$ cat config.mk
export PLATFORM = sky130hd
export DESIGN_NAME = bit_debouncer
export DESIGN_NICKNAME = d
export VERILOG_FILES = /design/src/rtl/bit_debouncer.sv
export SDC_FILE = /design/constraint.sdc
export NUM_CORES = 1
export LEC_CHECK = 0
export ABC_AREA = 1
export CORE_ASPECT_RATIO = 0.8
export CORE_MARGIN = 10
export CORE_UTILIZATION = 46
export CTS_BUF_LIST = sky130_fd_sc_hd__clkbuf_8 sky130_fd_sc_hd__clkbuf_16
export DETAILED_ROUTE_END_ITERATION = 8
export GPL_TIMING_DRIVEN = 0
export PLACE_DENSITY = 0.73
export SYNTH_ARGS = -nofsm -noshare
export SYNTH_HDL_FRONTEND = slang
export SYNTH_SLANG_ARGS = --single-unit
$ cat constraint.sdc
create_clock -name i_clk -period 2.1 [get_ports i_clk]
set_clock_uncertainty 0.2 [all_clocks]
set_input_delay 0.42 -clock i_clk [delete_from_list [all_inputs] [get_ports i_clk]]
set_output_delay 0.42 -clock i_clk [all_outputs]
set_load 0.1 [all_outputs]
$ cat src/rtl/bit_debouncer.sv
// Bit debouncer: a 2-flop synchronizer feeds a four-state qualifier. The
// qualifier accepts a new level only after DEBOUNCE_CYCLES consecutive
// mismatching samples. Each accepted transition raises a registered one-cycle
// rise or fall pulse. Accepted rising edges are counted in a wrapping event
// counter that can be cleared.
module bit_debouncer #(
  parameter int unsigned DEBOUNCE_CYCLES = 8,
  parameter int unsigned COUNT_W         = 16
) (
  input  logic               i_clk,
  input  logic               i_reset,
  input  logic               i_d,
  input  logic               i_clear,
  output logic               o_level,
  output logic               o_rise,
  output logic               o_fall,
  output logic               o_busy,
  output logic [COUNT_W-1:0] o_event_count
);

  // Wide enough to hold DEBOUNCE_CYCLES without wrapping.
  localparam int unsigned CNT_W = $clog2(DEBOUNCE_CYCLES + 1);
  // The counter value on the edge that observes the last required mismatch.
  localparam logic [CNT_W-1:0] LAST = CNT_W'(DEBOUNCE_CYCLES - 1);

  typedef enum logic [1:0] {
    STABLE_LO = 2'd0,
    CHECK_HI  = 2'd1,
    STABLE_HI = 2'd2,
    CHECK_LO  = 2'd3
  } state_e;

  logic               sync1_q, sync2_q;
  state_e             state_q, state_d;
  logic [CNT_W-1:0]   cnt_q, cnt_d;
  logic               level_q, level_d;
  logic               rise_q, rise_d;
  logic               fall_q, fall_d;
  logic [COUNT_W-1:0] count_q, count_d;

  // Next-state logic: qualify sync2 against the current debounced level.
  always_comb begin
    // NOTE: every variable is given a default first, so no path can infer a latch.
    state_d = state_q;
    cnt_d   = cnt_q;
    level_d = level_q;
    rise_d  = 1'b0;
    fall_d  = 1'b0;
    unique case (state_q)
      STABLE_LO: begin
        if (sync2_q) begin
          if (DEBOUNCE_CYCLES == 1) begin
            level_d = 1'b1;
            rise_d  = 1'b1;
            state_d = STABLE_HI;
          end else begin
            state_d = CHECK_HI;
            cnt_d   = CNT_W'(1);
          end
        end
      end
      CHECK_HI: begin
        if (!sync2_q) begin
          state_d = STABLE_LO;
          cnt_d   = '0;
        end else if (cnt_q == LAST) begin
          level_d = 1'b1;
          rise_d  = 1'b1;
          cnt_d   = '0;
          state_d = STABLE_HI;
        end else begin
          cnt_d = cnt_q + CNT_W'(1);
        end
      end
      STABLE_HI: begin
        if (!sync2_q) begin
          if (DEBOUNCE_CYCLES == 1) begin
            level_d = 1'b0;
            fall_d  = 1'b1;
            state_d = STABLE_LO;
          end else begin
            state_d = CHECK_LO;
            cnt_d   = CNT_W'(1);
          end
        end
      end
      CHECK_LO: begin
        if (sync2_q) begin
          state_d = STABLE_HI;
          cnt_d   = '0;
        end else if (cnt_q == LAST) begin
          level_d = 1'b0;
          fall_d  = 1'b1;
          cnt_d   = '0;
          state_d = STABLE_LO;
        end else begin
          cnt_d = cnt_q + CNT_W'(1);
        end
      end
      default: begin
        state_d = STABLE_LO;
        cnt_d   = '0;
      end
    endcase
  end

  // Event counter: clear first, then count a rise accepted on the same edge.
  always_comb begin
    count_d = (i_clear ? '0 : count_q) + COUNT_W'(rise_d);
  end

  // State registers with a synchronous active-low reset that overrides everything.
  always_ff @(posedge i_clk) begin
    // NOTE: sequential state uses non-blocking assignments so all registers update together.
    if (!i_reset) begin
      sync1_q <= 1'b0;
      sync2_q <= 1'b0;
      state_q <= STABLE_LO;
      cnt_q   <= '0;
      level_q <= 1'b0;
      rise_q  <= 1'b0;
      fall_q  <= 1'b0;
      count_q <= '0;
    end else begin
      sync1_q <= i_d;
      sync2_q <= sync1_q;
      state_q <= state_d;
      cnt_q   <= cnt_d;
      level_q <= level_d;
      rise_q  <= rise_d;
      fall_q  <= fall_d;
      count_q <= count_d;
    end
  end

  assign o_level       = level_q;
  assign o_rise        = rise_q;
  assign o_fall        = fall_q;
  assign o_busy        = (state_q == CHECK_HI) || (state_q == CHECK_LO);
  assign o_event_count = count_q;

endmodule

==> Word-level counts from Yosys, hierarchy flattened <==
Cells that the tools add are included.
Widths: inputs -> output; s select.
{ "classes": {"addsub": 2, "muxes": 22, "n_reduce_logical": 7, "eq_ne": 12, "bitwise": 2} }
{ "op_table": {"columns": ["cell", "count"], "rows": [
  ["$mux 4", 5],
  ["$add 16x1->16", 1],
  ["$mux 16", 1],
  ["$pmux 4 s4", 1],
  ["$mux 2", 6],
  ["$ne 2x2->1 const B", 6],
  ["$pmux 2 s4", 1],
  ["$mux 1", 7],
  ["$ne 3x3->1 const B", 2],
  ["$reduce_and 5->1", 1],
  ["$add 4x1->4 const B", 1],
  ["$eq 2x2->1 const B", 2],
  ["$eq 4x3->1 const B", 1],
  ["$reduce_and 4->1", 1],
  ["$reduce_or 3->1", 1],
  ["$eq 2x1->1 const B", 1],
  ["$logic_not 2->1", 1],
  ["$not 1->1", 2],
  ["$pmux 1 s2", 1],
  ["$reduce_and 2->1", 1],
  ["$reduce_bool 2->1", 1],
  ["$logic_or 1x1->1", 1]
]} }
{ "word_totals": {"in_bits": 4, "wordCells": 53, "out_inout_bits": 20, "ff_bits": 27} }

==> Depth between registers and ports, before layout <==
Gate-level depths: netlist of the first run.
{ "logic_depth": {"ltp_word": 5, "depth_mapped": 16, "ltp_nobuf": 16} }

==> Worst setup path before layout of the first run <==
No wires, ideal clock.
{ "synth_path": {"path_type": "flip-flop to flip-flop", "startpoint": "reg count_q[0], in the netlist o_event_count[0]", "endpoint": "reg count_q[10], in the netlist o_event_count[10]", "setup_ns": 0.113, "setup_slack_ns": -0.378, "path_buffers": 0, "synth_period_minus_slack_ns": 2.478, "path_stages_with_launch": 12, "t_required_ns": 1.787, "arrival_time_ns": 2.166, "path_cell_list": "dfxtp_1 -> inv_1 -> nor2_1 -> ha_1 -> ha_1 -> nand4_1 -> nor2_4 -> inv_2 -> nor2_2 -> nand2_1 -> nand2_1 -> nor2_1"} }
{ "synth_via": {"elab_chain_cells": 2} }
{ "synth_rtl": {"columns": ["element", "line", "source"], "rows": [
  ["start: declaration", "39", "logic [COUNT_W-1:0] count_q, count_d;"],
  ["start signal: assignment", "132", "count_q <= count_d;"],
  ["$mux 16", "109", "count_d = (i_clear ? '0 : count_q) + COUNT_W'(rise_d);"],
  ["$add 16x1->16", "109", null]
]} }
No other way between the ends.
A chain may end at the register's enable or synchronous reset.

==> Worst setup path after layout of the first run <==
{ "layout_path": {"startpoint": "reg cnt_q[1]", "endpoint": "reg count_q[10], in the netlist o_event_count[10]"} }
{ "layout_via": {"elab_chain_cells": 5} }
{ "layout_rtl": {"columns": ["element", "line", "source"], "rows": [
  ["start: declaration", "35", "logic [CNT_W-1:0] cnt_q, cnt_d;"],
  ["start signal: assignment", "128", "cnt_q <= cnt_d;"],
  ["$eq 4x3->1", "66", "end else if (cnt_q == LAST) begin"],
  ["$mux 1", "66", null],
  ["$mux 1", "63", "if (!sync2_q) begin"],
  ["$mux 1", "49", "unique case (state_q)"],
  ["net rise_d", "37", "logic rise_q, rise_d;"],
  ["$add 16x1->16", "109", null]
]} }
The timed path passes the listed nets, and every way through them passes these cells.

==> results of run 1 <==
[metrics by stage]
step           setup TNS, ps  hold WS (ps)  instances  worst slack [ps]
6_report               -1412         224.4        282            -280.0
5_1_grt                -2899         248.1        282            -402.3
4_1_cts               -876.5         227.4        276            -175.8
2_1_floorplan         -360.5         190.5        197            -123.2
3_5_place_dp           -5338         207.1        258            -574.6
3_3_place_gp           -4937         194.6        258            -527.5
[placed cells by master, fill, tap and decap left out, types with 3 or more instances in the layout]
cell type,instances
nor2_1,26
clkbuf_2,4
nand4_1,5
buf_6,5
clkdlybuf4s15_2,12
nand2_1,43
o21ai_0,5
dfxtp_1,23
nand2_2,3
nor2_4,5
inv_2,4
clkdlybuf4s15_1,3
inv_1,29
buf_4,17
ha_4,3
a21oi_1,13
clkbuf_8,3
nand3_1,10
[layout make-up]
class / instances / area share (%)
well taps: 38 / 2.452
multi-input cells: 132 / 38.71
inverters: 34 / 6.710
repair buffers: 43 / 20.00
clock buffers: 3 / 2.129
clock inverters: 1 / 0.2581
flip-flops and latches: 27 / 28.39
plain buffers: 4 / 1.355
[cells in the mapped netlist (all sizes together)]
| cell | n |
|---|---|
| or2 | 1 |
| nand3 | 13 |
| a21boi | 1 |
| a211oi | 1 |
| buf | 2 |
| a21oi | 14 |
| ha | 3 |
| nand4 | 6 |
| nor2 | 32 |
| nand3b | 2 |
| xnor2 | 2 |
| nor3 | 1 |
| nor4 | 1 |
| dfxtp | 27 |
| nand2 | 47 |
| clkbuf | 2 |
| o21ai | 7 |
| inv | 34 |
| a31oi | 1 |
[flip-flops by register name, summed over array words and instances (netlist names), named ones only]
name           cells
o_rise             1
state_q            1
o_event_count     16
cnt_q              4
o_level            1
sync1_q            1
o_fall             1
sync2_q            1
[worst paths after layout]
path	from	to	slack, ps	cells after the start
max	cnt_q[1]	o_event_count[10]	-280	16
min	sync1_q	sync2_q	220	2
max reg2reg	cnt_q[1]	o_event_count[10]	-280	16
min reg2reg	sync1_q	sync2_q	220	2
[what timing repair did]
action | 4_1_cts | 5_1_grt
endpoints found under the hold margin | 0 | 0
setup endpoints to repair | 30 | 24
resized for setup | 61 | 20
pin swaps | 7 | 13
buffers inserted | 14 | 9
gates cloned | 0 | 0
[power by group through the flow]
stage	clock network, W	logic [W]	registers, W
4_1_cts	0.000302	0.0000457	0.000516
6_report	0.000298	0.0000468	0.000516
2_1_floorplan	0	0.0000262	0.000530
5_1_grt	0.000320	0.0000511	0.000517
3_5_place_dp	0	0.0000440	0.000530
3_3_place_gp	0	0.0000431	0.000530
[cell families after synthesis]
group,Yosys count
AO/OA/AOI/OAI,24
XOR/XNOR,2
flip-flops,27
adder cells (fa/ha/maj),3
AND/OR/NAND/NOR,103
buffers and inverters,38
[critical path: cells and delay by family (launching register included)]
kind	cells	cell delay, ps
fa+ha+maj	3	420
buf+inv	3	250
flops	1	370
simple gates	10	1030
[per-layer routing]
metal / wire (um) / share of wire [%] / vias up / global-route usage, %
met5: 0 / 0 / - / 0
met1: 1534 / 42 / 651 / 15.48
met4: 31 / 0.85 / 0 / 3.728
li1: - / - / 717 / -
met3: 317 / 8.7 / 5 / 4.319
met2: 1759 / 48 / 42 / 22.40
==> impl_metrics.env, run 1 <==
export IMPL_maxCapViolations=0
export IMPL_p_per_area_mw_per_mm2=444.2
export IMPL_power_share_clock_pct=34.6
export IMPL_overflow=0
export IMPL_die_w_um=80.32
export IMPL_synth_fa_ha_area_share_pct=2.804
export IMPL_seqPwrFrac_pct=59.9
export IMPL_fill_cells=227
export IMPL_period_share_pct=113.3
export IMPL_ios=24
export IMPL_cts_buffers=3
export IMPL_syn_area_sq_mm=0.001339
export IMPL_worstSetupEndpointType="register"
export IMPL_synth_xor_area_share_pct=1.308
export IMPL_power_switching_w=0.0001999
export IMPL_cts_path_max_buffers=2
export IMPL_avgViaCountPerCell=5.018
export IMPL_status="complete, but fails checks"
export IMPL_required_ps=2080
export IMPL_placed_cell_area_sq_mm=0.001667
export IMPL_clkLatencyLatePin_ps=270
export IMPL_hp_class="reg2reg"
export IMPL_antenna_found_initial=0
export IMPL_regArea_sq_um=550.5
export IMPL_synthTopCellsByArea="dfxtp_1 (40%), nand2_1 (13%), inv_1 (9.0%)"
export IMPL_clock_sinks=27
export IMPL_rsz0062_at_grt="true"
export IMPL_synth_cell_type_count=26
export IMPL_maxSlewViolCount=0
export IMPL_tightest_slew_ps=975.2
export IMPL_setup_violations=9
export IMPL_cp_start_kind="register"
export IMPL_synth_top_area_share_pct=40.37
export IMPL_hold_viol_final=0
export IMPL_critPathMaxFanout=5
export IMPL_grt_pass1_wl_um=5823
export IMPL_place_gp_congestion=0.8045
export IMPL_detail_route_first_pass_iterations=4
export IMPL_first_iter_violations=79
export IMPL_path_cells="ha_4 > nand2_4 > nor2_4 > nand2_2 > inv_2 > nand3_4 > inv_2 > ha_4 > ha_4 > nand4_1 > nor2_4 > inv_2 > nor2_4 > nand2_1 > nand2_1 > nor2_1"
export IMPL_power_frac_comb_pct=5.4
export IMPL_worst_setup_path_type="reg2reg"
export IMPL_dp_hpwl_um=2495
export IMPL_multi_input_area_sq_um=750.7
export IMPL_core_area_sq_mm=0.002765
export IMPL_io_buffers=23
export IMPL_final_area_sq_mm=0.001939
export IMPL_synthSimpleGateAreaFrac_pct=34.39
export IMPL_ys_warn_count=0
export IMPL_routed_wl_um=3643
export IMPL_finalPower_w=0.0008614
export IMPL_synth_top_family_by_area="simple AND/OR/NAND/NOR gates"
export IMPL_synth_area_leader_cell="dfxtp_1"
export IMPL_grt_usage_pct=13.11
export IMPL_finalNetCount=252
export IMPL_cts_max_level=1
export IMPL_num_antenna_cells=0
export IMPL_avgSynthCellArea_sq_um=6.796
export IMPL_fmax_ghz=0.4202
export IMPL_initial_core_util_pct=48.42
export IMPL_failed_checks="setup timing"
export IMPL_vias=1415
export IMPL_seq_area_frac_synth_pct=40.37
export IMPL_drive_gt1_share_pct=29.92
export IMPL_clk_pin_slew_worst_paths_ps=90
export IMPL_timing_final_ws_setup_ps=-280.0
export IMPL_relSlewSlack_pct=35.24
export IMPL_clockRootBuffer="clkbuf_8"
export IMPL_synth_cells=197
export IMPL_cp_slowest_cell="dfxtp_4"
export IMPL_yosys_mux_area_fraction_pct=0
export IMPL_synth_compound_area_share_pct=9.439
export IMPL_antenna_left=0
export IMPL_p_leak_nw=0.8108
export IMPL_fp_dieH_um=68.25
export IMPL_utilization_pct=70.14
export IMPL_area_growth_pct=44.86
export IMPL_grt_max_degree=16
export IMPL_finalCriticalPeriod_ps=2380
export IMPL_std_cell_rows=17
export IMPL_die_area_sq_mm=0.005482
export IMPL_syn_num_nets=204
export IMPL_swShare_pct=23.21
export IMPL_grt_pass1_vias=1301
export IMPL_ir_drop_v=0.0004038
export IMPL_drc_errors=0
export IMPL_worstPathArrival_ps=2360
export IMPL_ys_seq_elements=27
export IMPL_p_int_w=0.0006615
export IMPL_post_drt_wl_per_cell_um=12.92
export IMPL_cts_tree="built"
export IMPL_cts_hold_buffers=0
export IMPL_critPathMaxStageDelay_ps=370
(Power assumes the default switching activity.)
==> run 2: changes to the inputs <==
- HOLD_SLACK_MARGIN: not set -> 0.05
==> results of run 2 <==
No change in the layout: final DEF, timing and power equal those of run 1.
==> run 3: changes to the inputs <==
- CELL_PAD_IN_SITES_DETAIL_PLACEMENT: not set -> 0
- CELL_PAD_IN_SITES_GLOBAL_PLACEMENT: not set -> 1
- CORE_ASPECT_RATIO: 0.8 -> not set
- CORE_UTILIZATION: 46 -> 32
- GPL_TIMING_DRIVEN: 0 -> 1
- PLACE_DENSITY: 0.73 -> 0.72
==> impl_metrics.env, run 3 (same netlist as run 1, synthesis figures left out) <==
export IMPL_worstPathArrival_ps=2130
export IMPL_clockRootBuffer="clkbuf_8"
export IMPL_path_cells="ha_4 > nand2_4 > nor2_4 > nand2_2 > inv_2 > nand3_2 > inv_2 > ha_4 > ha_4 > nand4_1 > nor2_4 > inv_2 > nor2_4 > nand2_1 > nand2_1 > nor2_1"
export IMPL_timing_final_ws_setup_ps=-43.32
export IMPL_die_w_um=84.68
export IMPL_relSlewSlack_pct=76.81
export IMPL_clk_pin_slew_worst_paths_ps=100
export IMPL_overflow=0
export IMPL_regArea_sq_um=545.5
export IMPL_detail_route_first_pass_iterations=4
export IMPL_hp_class="reg2reg"
export IMPL_drc_errors=0
export IMPL_std_cell_rows=23
export IMPL_avgViaCountPerCell=4.535
export IMPL_path_buf_inv=3
export IMPL_fill_cells=400
export IMPL_p_leak_nw=0.9266
export IMPL_clkLatencyLatePin_ps=270
export IMPL_maxSlewViolCount=0
export IMPL_initial_core_util_pct=33.23
export IMPL_vias=1374
export IMPL_antenna_found_initial=0
export IMPL_largest_reg_flops=16
export IMPL_cp_slowest_cell="dfxtp_2"
export IMPL_routed_wl_um=3634
export IMPL_cts_path_max_buffers=2
export IMPL_drive_gt1_share_pct=33.99
export IMPL_first_iter_violations=92
export IMPL_area_growth_pct=62.43
export IMPL_dp_slack_ps=-332.9
export IMPL_finalNonFillerCells=303
export IMPL_failed_checks="setup timing"
export IMPL_cp_start_kind="register"
export IMPL_worst_setup_path_type="reg2reg"
export IMPL_critPathTopFamily="simple AND/OR/NAND/NOR gates"
export IMPL_critPathMaxStageDelay_ps=370
export IMPL_grt_usage_pct=10.34
export IMPL_setup_violations=6
export IMPL_tns_ps=-130.3
export IMPL_critPathMaxFanout=6
export IMPL_io_buffers=23
export IMPL_finalCriticalPeriod_ps=2143
export IMPL_cts_hold_buffers=0
export IMPL_fp_dieH_um=84.68
export IMPL_ios=24
export IMPL_worstSetupEndpointType="register"
export IMPL_maxCapViolations=0
export IMPL_period_share_pct=102.1
export IMPL_fin_hold_ws_ps=222.9
export IMPL_status="complete, but fails checks"
export IMPL_layout_common_cells="nand2_1 (43), buf_4 (33), inv_1 (29)"
export IMPL_p_per_area_mw_per_mm2=407.5
export IMPL_layout_commonest_cell="nand2_1"
export IMPL_finalPower_w=0.0008862
export IMPL_finalNetCount=261
export IMPL_fmax_ghz=0.4666
export IMPL_dpl_cell_count=293
export IMPL_place_gp_congestion=0.7433
export IMPL_dp_hpwl_um=2764
export IMPL_hold_viol_final=0
export IMPL_grt_max_degree=16
export IMPL_die_area_sq_mm=0.007171
export IMPL_cts_max_level=1
export IMPL_multi_input_area_sq_um=729.5
export IMPL_rsz0062_at_grt="true"
export IMPL_cts_tree="built"
export IMPL_tightest_slew_ps=347.5
export IMPL_required_ps=2080
export IMPL_grt_pass1_vias=1294
export IMPL_ir_drop_v=0.0003817
export IMPL_cts_buffers=3
export IMPL_core_area_sq_mm=0.004029
export IMPL_post_drt_wl_per_cell_um=11.99
export IMPL_antenna_left=0
export IMPL_grt_pass1_wl_um=6348
export IMPL_num_antenna_cells=0
export IMPL_clock_sinks=27
[run 3: cell types whose count changed in the layout (fill, tap and decap cells not counted), moves of 2 or more]
cell             change
buf_12              +18
buf_4               +16
clkdlybuf4s15_2     -12
clkbuf_2             -4
buf_6                -3
clkdlybuf4s15_1      -3
clkbuf_1             -2
dfxtp_2              +2
dfxtp_4              -2
dlygate4sd2_1        -2
[run 3: per-layer routing]
| metal | GRT usage, % | wire length (um) | vias to the layer above |
|---|---|---|---|
| li1 | - | - | 732 |
| met1 | 13.20 | 1822 | 622 |
| met2 | 16.68 | 1641 | 18 |
| met3 | 3.285 | 145 | 2 |
| met4 | 1.796 | 24 | 0 |
| met5 | 0 | 0 | - |
[run 3: what timing repair did]
item / 4_1_cts / 5_1_grt
pin swaps: 8 / 9
setup endpoints to repair: 11 / 12
resized for setup: 5 / 11
buffers inserted: 3 / 3
[run 3: cell type report]
class                      instances  share of cell area (%)
clock buffer                       3                   1.899
inverter                          34                   5.984
timing repair buffer              56                   30.38
sequential                        27                   25.09
multi-input combinational        132                   33.54
tap                               50                   2.877
clock inverter                     1                  0.2301
[run 3: final timing paths]
kind | start | endpoint | slack, ps | depth (start not counted)
worst max-delay path | cnt_q[0] | o_event_count[10] | -40 | 16
worst min-delay path | sync1_q | sync2_q | 220 | 2
worst max register to register | cnt_q[0] | o_event_count[10] | -40 | 16
worst min register to register | sync1_q | sync2_q | 220 | 2
[run 3: per-stage QoR]
step	util (%)	instance area [sq um]
2_1_floorplan	-	1389
3_3_place_gp	50.47	2033
3_5_place_dp	50.47	2033
4_1_cts	52.42	2112
5_1_grt	53.98	2175
6_report	53.98	2175
[run 3: report_power, final]
| group | leakage [nW] | switching, W | total (W) | internal [W] |
|---|---|---|---|---|
| combinational | 0.681 | 0.0000320 | 0.0000589 | 0.0000269 |
| clock | 0.0255 | 0.000176 | 0.000309 | 0.000133 |
| sequential | 0.220 | 0.00000266 | 0.000518 | 0.000515 |
| total | 0.927 | 0.000211 | 0.000886 | 0.000675 |
[run 3: worst register-to-register path: cells and delay by family, from the launching register on]
family	cells	cell delay (ps)
buf+inv	3	220
simple gates	10	860
fa+ha+maj	3	410
flops	1	370
